===== src/rtl/bullet_collider.sv =====
// Bullet table scanner: walks the compacted bullet list once per calc window,
// tests each valid entry against the target box and clears hit or off-screen bullets.
module bullet_collider #(
  parameter int ENTRIES  = 64,
  parameter int ADDR_W   = 6,
  parameter int SIZE     = 32,
  parameter int TARGET_W = 64,
  parameter int TARGET_H = 32,
  parameter int SCREEN_W = 1280
) (
  input  logic              clock,
  input  logic              reset,
  input  logic              calc,
  input  logic [11:0]       target_x,
  input  logic [10:0]       target_y,
  input  logic              target_alive,
  output logic [ADDR_W-1:0] mem_rdaddress,
  input  logic [23:0]       mem_q,
  output logic [ADDR_W-1:0] mem_wraddress,
  output logic [23:0]       mem_data,
  output logic              mem_wren,
  output logic              busy,
  output logic              done,
  output logic              hit,
  output logic [7:0]        hit_count
);

  typedef enum logic [1:0] {
    IDLE   = 2'd0,
    ISSUE  = 2'd1,
    CHECK  = 2'd2,
    FINISH = 2'd3
  } state_t;

  localparam logic [ADDR_W-1:0] LAST_ADDR = ADDR_W'(ENTRIES - 1);

  state_t            state_r, state_s;
  logic              calc_d_r;
  logic [ADDR_W-1:0] rd_addr_r, rd_addr_s;
  logic [ADDR_W-1:0] wr_addr_r, wr_addr_s;
  logic              wren_r, wren_s;
  logic              busy_r, busy_s;
  logic              done_r, done_s;
  logic              hit_r, hit_s;
  logic [7:0]        count_r, count_s;

  logic              start_s;
  logic [12:0]       bx_s;
  logic [11:0]       by_s;
  logic              coll_s;
  logic              off_s;

  assign start_s = calc & ~calc_d_r;
  assign bx_s    = {1'b0, mem_q[12:1]};
  assign by_s    = {1'b0, mem_q[23:13]};

  // Box overlap uses one-bit-wider sums so edges near the top of the range never wrap.
  assign coll_s = target_alive
               && ((bx_s + 13'(SIZE)) > {1'b0, target_x})
               && (bx_s < ({1'b0, target_x} + 13'(TARGET_W)))
               && ((by_s + 12'(SIZE)) > {1'b0, target_y})
               && (by_s < ({1'b0, target_y} + 12'(TARGET_H)));
  assign off_s  = bx_s >= 13'(SCREEN_W);

  assign mem_rdaddress = rd_addr_r;
  assign mem_wraddress = wr_addr_r;
  assign mem_data      = 24'd0;
  assign mem_wren      = wren_r;
  assign busy          = busy_r;
  assign done          = done_r;
  assign hit           = hit_r;
  assign hit_count     = count_r;

  // Next-state and next-output decode; a low calc during a scan aborts it.
  always_comb begin
    state_s   = state_r;
    rd_addr_s = rd_addr_r;
    wr_addr_s = wr_addr_r;
    wren_s    = 1'b0;
    busy_s    = busy_r;
    done_s    = 1'b0;
    hit_s     = 1'b0;
    count_s   = count_r;
    case (state_r)
      IDLE: begin
        if (start_s) begin
          rd_addr_s = '0;
          count_s   = 8'd0;
          busy_s    = 1'b1;
          state_s   = ISSUE;
        end else begin
          busy_s = 1'b0;
        end
      end
      ISSUE: begin
        if (!calc) begin
          state_s = IDLE;
          busy_s  = 1'b0;
        end else begin
          state_s = CHECK;
        end
      end
      CHECK: begin
        if (!calc) begin
          state_s = IDLE;
          busy_s  = 1'b0;
        end else begin
          if (mem_q[0]) begin
            if (coll_s || off_s) begin
              wr_addr_s = rd_addr_r;
              wren_s    = 1'b1;
            end else begin
              wren_s = 1'b0;
            end
            hit_s = coll_s;
            if (coll_s && (count_r != 8'd255)) begin
              count_s = count_r + 8'd1;
            end else begin
              count_s = count_r;
            end
          end else begin
            hit_s = 1'b0;
          end
          // The table is compacted, so the first empty word ends the scan.
          if (!mem_q[0] || (rd_addr_r == LAST_ADDR)) begin
            state_s = FINISH;
            done_s  = 1'b1;
            busy_s  = 1'b0;
          end else begin
            rd_addr_s = rd_addr_r + ADDR_W'(1);
            state_s   = ISSUE;
          end
        end
      end
      FINISH: begin
        state_s = IDLE;
        busy_s  = 1'b0;
      end
      default: begin
        state_s = IDLE;
        busy_s  = 1'b0;
      end
    endcase
  end

  // State and registered outputs.
  always_ff @(posedge clock or negedge reset) begin
    if (!reset) begin
      state_r   <= IDLE;
      calc_d_r  <= 1'b0;
      rd_addr_r <= '0;
      wr_addr_r <= '0;
      wren_r    <= 1'b0;
      busy_r    <= 1'b0;
      done_r    <= 1'b0;
      hit_r     <= 1'b0;
      count_r   <= 8'd0;
    end else begin
      state_r   <= state_s;
      calc_d_r  <= calc;
      rd_addr_r <= rd_addr_s;
      wr_addr_r <= wr_addr_s;
      wren_r    <= wren_s;
      busy_r    <= busy_s;
      done_r    <= done_s;
      hit_r     <= hit_s;
      count_r   <= count_s;
    end
  end

endmodule


===== config.mk =====
export PLATFORM = sky130hd
export DESIGN_NAME = bullet_collider
export DESIGN_NICKNAME = d
export VERILOG_FILES = /design/src/rtl/bullet_collider.sv
export SDC_FILE = /design/constraint.sdc
export NUM_CORES = 1
export LEC_CHECK = 0
export BUFFER_PORTS_ARGS = -buffer_cell sky130_fd_sc_hd__buf_2
export CORE_AREA = 8 8 80 82
export DETAILED_ROUTE_END_ITERATION = 7
export DIE_AREA = 0 0 88 90
export GPL_TIMING_DRIVEN = 0
export PLACE_DENSITY = 0.86
export SYNTH_ARGS = -nofsm -noshare
export SYNTH_HDL_FRONTEND = slang
export SYNTH_SLANG_ARGS = --single-unit
export TNS_END_PERCENT = 20

===== constraint.sdc =====
create_clock -name clock -period 6.24 [get_ports clock]
set_input_delay 1.248 -clock clock [delete_from_list [all_inputs] [get_ports clock]]
set_output_delay 1.248 -clock clock [all_outputs]
set_load 0.05 [all_outputs]

==> impl_metrics.ini, run 1 <==
[run_status]
run_status = finished, final reports clean

[finish]
layout-drive-gt1-share = 0.285
fin_area_um2 = 3250
fillers = 458
antenna_cells_inserted = 0
layout-area-overhead-vs-synth_pct = 22.3
nNetsFinal = 498
final-instance-count-excl-fill = 476

[worst_setup_path]
rr_startpoint = state_r[0]$_DFFE_PN0N_
reg2reg_setup_slack_ns = 3.93
worst-setup-path-type = in2reg
worst_setup_path_end_kind = flop
critPathArrivalTime_ns = 3.84
required_ns = 6.40
reg2reg_depth = 7
setup.worst_path.start_class = input port
timing.critical_path.fanout_max = 9
worstReg2RegEnd = mem_wraddress[0]$_DFFE_PN0P_

[synthesis]
ys_seq_elements = 27
synth-main-ff-cell = dfrtp_1
ys_top_cells_by_area = dfrtp_1 (25%), ha_1 (20%), buf_4 (6.8%)
synth_top_area_cell = dfrtp_1
synth-edff-count = 0
netlist-cell-type-count = 47
post_synthesis_cells = 303
synth.top_cell.area_share = 0.254
synth.cell_area_um2 = 2660
yosys_warnings = 0
post-synth-top-count-cell = ha_1
postSynthAreaPerCell_um2 = 8.77
synth_top_cells_by_count = ha_1 (42), inv_1 (29), dfrtp_1 (27)
asyncSetResetFlopFracSynth = 1.00
ys_seq_area_frac = 0.254

[route]
drc = 0
first_iter_violations = 89
met3_length_um = 533
wl_per_cell_um = 14.0
drt_pass1_iterations = 4
wl_met2_um = 3260
drt-met1-wl_um = 2680
route.antenna.remaining_nets = 0
routed_via_density = 5.19
wirelength_um = 6670
detailroute.via_count = 2469
route.top_layer_used = met4

[clocking]
worst_skew_pair.late_latency_ns = 0.27
clkSlewWorstSetupHoldPaths_ns = 0.09
h-tree-depth = 1
cts_inserted_buffers = 3
cts-hold-fix-buffers = 0
tritoncts = done
clock_tree.root_cell = clkbuf_8
clockBufferDepth = 2
cts_num_sinks = 27
post_cts.resized_instances = 0
post_cts_setup_repair_buffer_count = 0

[place]
dpl-instance-area_um2 = 3200
detailedPlacementHpwl_um = 5680
numPortBuffers = 74
routabilityCongestion = 0.961
placed_cell_count = 472
dp_worst_setup_slack_ns = 2.27

[timing]
rsz0062_at_grt = false
finalMaxSlewViolations = 0
holdWs_ns = 0.512
fmaxAchievable_ghz = 0.272
final.period_utilization = 0.589
setup_viol_count_final = 0
fin_tns_setup_ns = 0
post_route_skew_ns = 0.00260
fin_ws_ns = 2.56
relative_max_transition_margin = 0.604
fin_crit_ns = 3.68
worst-slew-pin-transition_ns = 0.593
final_hold_viol_count = 0

[flow_run]
cap_viol_max_count = 0

[floorplanning]
chipHeight_um = 90
floorplan.io_pins = 99
floorplan.die_area_um2 = 7920
placeable_core_area_um2 = 5240
floorplan.die.width_um = 88
placement_rows = 27
initial_core_util = 0.507

[worst_hold_path]
holdCritPathClass = reg2reg
hold_path_end = mem_wraddress[5]$_DFFE_PN0P_
hold_path_depth = 1
worst_hold_startpoint = mem_wraddress[5]$_DFFE_PN0P_

[grt]
first_pass_grt_wire_length_um = 11000
grt_usage = 0.167
global_route.overflow_total = 0
number_of_antenna_violations_at_the_first_check_in_global_routing = 0
grt_pass1_vias = 2494
grt_start_max_net_pins = 28

[power_and_ir_drop]
power_leakage_nw = 1.84
pwr_density_cell_nw_per_um2 = 144
ir_drop_mv = 0.112
state kept, by name (all words and copies together), names as in the netlist:
register       flops
busy               1
calc_d_r           1
done               1
hit                1
hit_count          8
mem_rdaddress      6
mem_wraddress      6
mem_wren           1
state_r            2
critical path: stages:
cell,delay (ns)
buf_2,0.13
ha_1,0.23
nand2_1,0.11
nor2_1,0.06
xor2_1,0.14
ha_1,0.29
nand3_1,0.11
nor3_1,0.29
o21ai_0,0.13
o21ai_0,0.17
o211ai_4,0.18
o21ai_2,0.37
mux2_2,0.39
stage by stage:
step / power [mW] / util
2_1_floorplan: 0.321 / -
3_3_place_gp: 0.366 / 0.612
3_5_place_dp: 0.372 / 0.612
4_1_cts: 0.471 / 0.620
5_1_grt: 0.501 / 0.620
6_report: 0.467 / 0.620
layout by cell type, fill, tap and decap left out, types with 2 or more instances in the layout:
cell,count
dfrtp_1,27
ha_1,42
o21bai_1,2
clkbuf_8,3
or3_1,2
mux2_2,6
nand3_1,20
o21ai_0,14
nand2b_1,3
buf_4,24
nand4_1,8
nor3_1,4
conb_1,24
a31oi_1,2
a21boi_0,2
inv_1,29
o31ai_2,2
o311ai_0,4
and3_1,8
o211ai_1,2
xor2_1,7
xnor2_1,13
clkbuf_1,3
nand2_1,25
a21o_1,3
buf_2,74
or2_2,2
mux2i_1,4
a21oi_1,15
nor2_1,10
a211oi_1,2
layout make-up:
type | instances | area (um^2) | share of cell area
Sequential cell | 27 | 676 | 0.208
Buffer | 27 | 199 | 0.0612
Tap cell | 72 | 90.1 | 0.0277
Clock buffer | 4 | 45.0 | 0.0139
Inverter | 29 | 109 | 0.0335
Timing Repair Buffer | 74 | 370 | 0.114
Multi-Input combinational cell | 243 | 1760 | 0.542
worst max-delay path by stage:
| stage | from | endpoint | slack [ns] | depth (start not counted) |
|---|---|---|---|---|
| final | mem_q[6] | mem_wraddress[0]$_DFFE_PN0P_ | 2.56 | 13 |
| after global routing | mem_q[6] | mem_wraddress[0]$_DFFE_PN0P_ | 2.32 | 13 |
| after CTS | mem_q[6] | mem_wraddress[0]$_DFFE_PN0P_ | 2.55 | 13 |
| after detailed placement | mem_q[6] | mem_wraddress[0]$_DFFE_PN0P_ | 2.27 | 13 |
| after global placement | mem_q[6] | mem_wraddress[1]$_DFFE_PN0P_ | 2.37 | 13 |
| after floorplan | target_x[6] | hit_count[6]$_DFFE_PN0P_ | 2.73 | 12 |
per-layer routing:
layer | up-vias | GRT usage
li1 | 1236 | -
met1 | 1123 | 0.186
met2 | 91 | 0.293
met3 | 19 | 0.0309
met4 | 0 | 0.0789
met5 | - | 0
report_power, final:
part	switching, mW	total, mW	internal [mW]
registers	0.00483	0.185	0.180
logic	0.118	0.184	0.0660
clock network	0.0521	0.0979	0.0458
total	0.175	0.467	0.292
logic make-up after synthesis:
kind of cell	synth area share
and+or+nand+nor	0.174
AOI/OAI and AO/OA	0.150
buffers and inverters	0.116
adders and majority gates	0.198
DFF	0.254
xor gates and xnor gates	0.0659
muxes	0.0405
other	0.00141
Power figures use the tool's default switching activity.
==> run 2, diff against run 1 <==
--- a/config.mk
+++ b/config.mk
@@ -6,11 +6,11 @@
 export NUM_CORES = 1
 export LEC_CHECK = 0
 export BUFFER_PORTS_ARGS = -buffer_cell sky130_fd_sc_hd__buf_2
-export CORE_AREA = 8 8 80 82
+export CORE_AREA = 8 8 82 84
 export DETAILED_ROUTE_END_ITERATION = 7
-export DIE_AREA = 0 0 88 90
+export DIE_AREA = 0 0 90 92
 export GPL_TIMING_DRIVEN = 0
-export PLACE_DENSITY = 0.86
+export PLACE_DENSITY = 0.82
 export SYNTH_ARGS = -nofsm -noshare
 export SYNTH_HDL_FRONTEND = slang
 export SYNTH_SLANG_ARGS = --single-unit
==> constraint.sdc (replaced) <==
create_clock -name clock -period 3.65 [get_ports clock]
set_input_delay 0.73 -clock clock [delete_from_list [all_inputs] [get_ports clock]]
set_output_delay 0.73 -clock clock [all_outputs]
set_load 0.05 [all_outputs]
==> run 2 against run 1 <==
  * Non-clock buffer count unchanged
  * Count of clock-buffer cells in the layout did not move
  * Die area up 4.5%
  * Critical endpoint is now hit_count[6]$_DFFE_PN0P_
  * Highest routed layer unchanged
==> impl_metrics.ini, run 2 (same netlist as run 1, synthesis figures left out) <==
[clocking]
h-tree-depth = 1
clkSlewWorstSetupHoldPaths_ns = 0.09
cts_num_sinks = 27
clockBufferDepth = 2
tritoncts = done
worst_skew_pair.late_latency_ns = 0.27
cts-hold-fix-buffers = 0
post_cts_setup_repair_buffer_count = 0
cts_inserted_buffers = 3
post_cts.resized_instances = 0
clock_tree.root_cell = clkbuf_8

[grt]
global_route.overflow_total = 0
grt_usage = 0.152
grt_start_max_net_pins = 28
first_pass_grt_wire_length_um = 11100
number_of_antenna_violations_at_the_first_check_in_global_routing = 0
grt_pass1_vias = 2545

[route]
detailroute.via_count = 2482
routed_via_density = 5.21
route.antenna.remaining_nets = 0
wl_per_cell_um = 13.5
first_iter_violations = 67
drt_pass1_iterations = 4
drc = 0
wirelength_um = 6450

[place]
routabilityCongestion = 0.837
placed_cell_count = 472
numPortBuffers = 74
detailedPlacementHpwl_um = 5440

[finish]
layout-drive-gt1-share = 0.285
most_common_cell_after_layout_fill_and_taps_aside = buf_2
layout-area-overhead-vs-synth_pct = 22.3
antenna_cells_inserted = 0
final-instance-count-excl-fill = 476
fin_util = 0.601
final_cell_mix = buf_2 (74), ha_1 (42), inv_1 (29), dfrtp_1 (27), nand2_1 (25)
area_taken_by_multi_input_logic_gates_um2 = 1760
fillers = 477
register_area_um2 = 676
largest_reg_flops = 8
nNetsFinal = 498

[floorplanning]
floorplan.die_area_um2 = 8280
floorplan.io_pins = 99
placeable_core_area_um2 = 5410
placement_rows = 27
initial_core_util = 0.491
floorplan.die.width_um = 90
chipHeight_um = 92

[worst_setup_path]
critPathArrivalTime_ns = 3.27
worst-setup-path-type = in2reg
rr_startpoint = state_r[0]$_DFFE_PN0N_
critical-path-slowest-cell = or3b_1
critical_path.cell_chain = buf_2 -> ha_1 -> nand2_1 -> nor2_1 -> xor2_1 -> ha_1 -> nand3_1 -> nor3_1 -> o21ai_0 -> o21ai_0 -> o211ai_4 -> or3b_1 -> buf_6 -> a31o_1
timing.critical_path.fanout_max = 9
slowest_delay_ns = 0.40
worst_setup_path_end_kind = flop
required_ns = 3.81
setup.worst_path.start = mem_q[6]
reg2reg_setup_slack_ns = 1.33
worstReg2RegEnd = hit_count[6]$_DFFE_PN0P_
reg2reg_depth = 8
setup.worst_path.start_class = input port

[power_and_ir_drop]
p_seq_frac = 0.397
total_switching_power_mw = 0.298
p_clk_frac = 0.208
share_comb_of_total_power = 0.395
pwr_density_cell_nw_per_um2 = 245
power_leakage_nw = 1.84
ir_drop_mv = 0.298
sw_frac_of_total = 0.373
internal_power_mw = 0.499

[timing]
rsz0062_at_grt = false
final_hold_viol_count = 0
relative_max_transition_margin = 0.598
post_route_skew_ns = 0.00252
finalMaxSlewViolations = 0
fin_tns_setup_ns = 0
fin_crit_ns = 3.10
worst-slew-pin-transition_ns = 0.603
final.period_utilization = 0.850
setup_viol_count_final = 0
fmaxAchievable_ghz = 0.322

[run_status]
run_status = finished, final reports clean

[worst_hold_path]
holdCritPathClass = in2async

[flow_run]
cap_viol_max_count = 0
==> run 2: cell counts in the layout (fill, tap and decap cells not counted) <==
No cell type changed its count.
==> run 2: cell type report <==
class / count / area share
Buffer: 27 / 0.0612
Clock buffer: 4 / 0.0139
Inverter: 29 / 0.0335
Multi-Input combinational cell: 243 / 0.542
Sequential cell: 27 / 0.208
Tap cell: 72 / 0.0277
Timing Repair Buffer: 74 / 0.114
==> run 2: worst max-delay path, delay by kind of cell <==
kind,cells,cell delay [ns]
compound gates,4,0.64
simple gates,5,0.92
xor+xnor,1,0.14
buf+inv,2,0.28
fa+ha+maj,2,0.52
==> run 2: metrics by stage <==
| stage | hold slack [ns] | setup slack (ns) | area [um^2] | power (mW) |
|---|---|---|---|---|
| after global routing | 0.505 | 0.294 | 3250 | 0.846 |
| after floorplan | 0.434 | 0.656 | 2740 | 0.548 |
| after global placement | 0.487 | 0.284 | 3200 | 0.625 |
| final | 0.462 | 0.549 | 3250 | 0.797 |
| after detailed placement | 0.491 | 0.246 | 3200 | 0.635 |
| after CTS | 0.479 | 0.523 | 3250 | 0.801 |
==> run 2: routing by layer <==
metal | wire length, um | GRT usage
met5 | 0 | 0
met1 | 2750 | 0.175
met4 | 53 | 0.0236
met3 | 418 | 0.0342
met2 | 3220 | 0.284
==> run 2: how the worst max path moves through the flow <==
stage	to	slack (ns)	cells after the start
finish	hit_count[6]$_DFFE_PN0P_	0.55	14
floorplan	hit_count[6]$_DFFE_PN0P_	0.66	12
CTS	mem_wraddress[3]$_DFFE_PN0P_	0.52	13
global placement	mem_wraddress[2]$_DFFE_PN0P_	0.28	13
detailed placement	mem_wraddress[3]$_DFFE_PN0P_	0.25	12
global route	mem_wraddress[0]$_DFFE_PN0P_	0.29	13
==> run 2: power by group through the flow <==
stage               sequential, mW  clock (mW)  combinational [mW]
global route                 0.318       0.178               0.350
global placement             0.321           0               0.304
detailed placement           0.322           0               0.313
finish                       0.316       0.166               0.314
CTS                          0.316       0.170               0.315
floorplan                    0.345           0               0.203
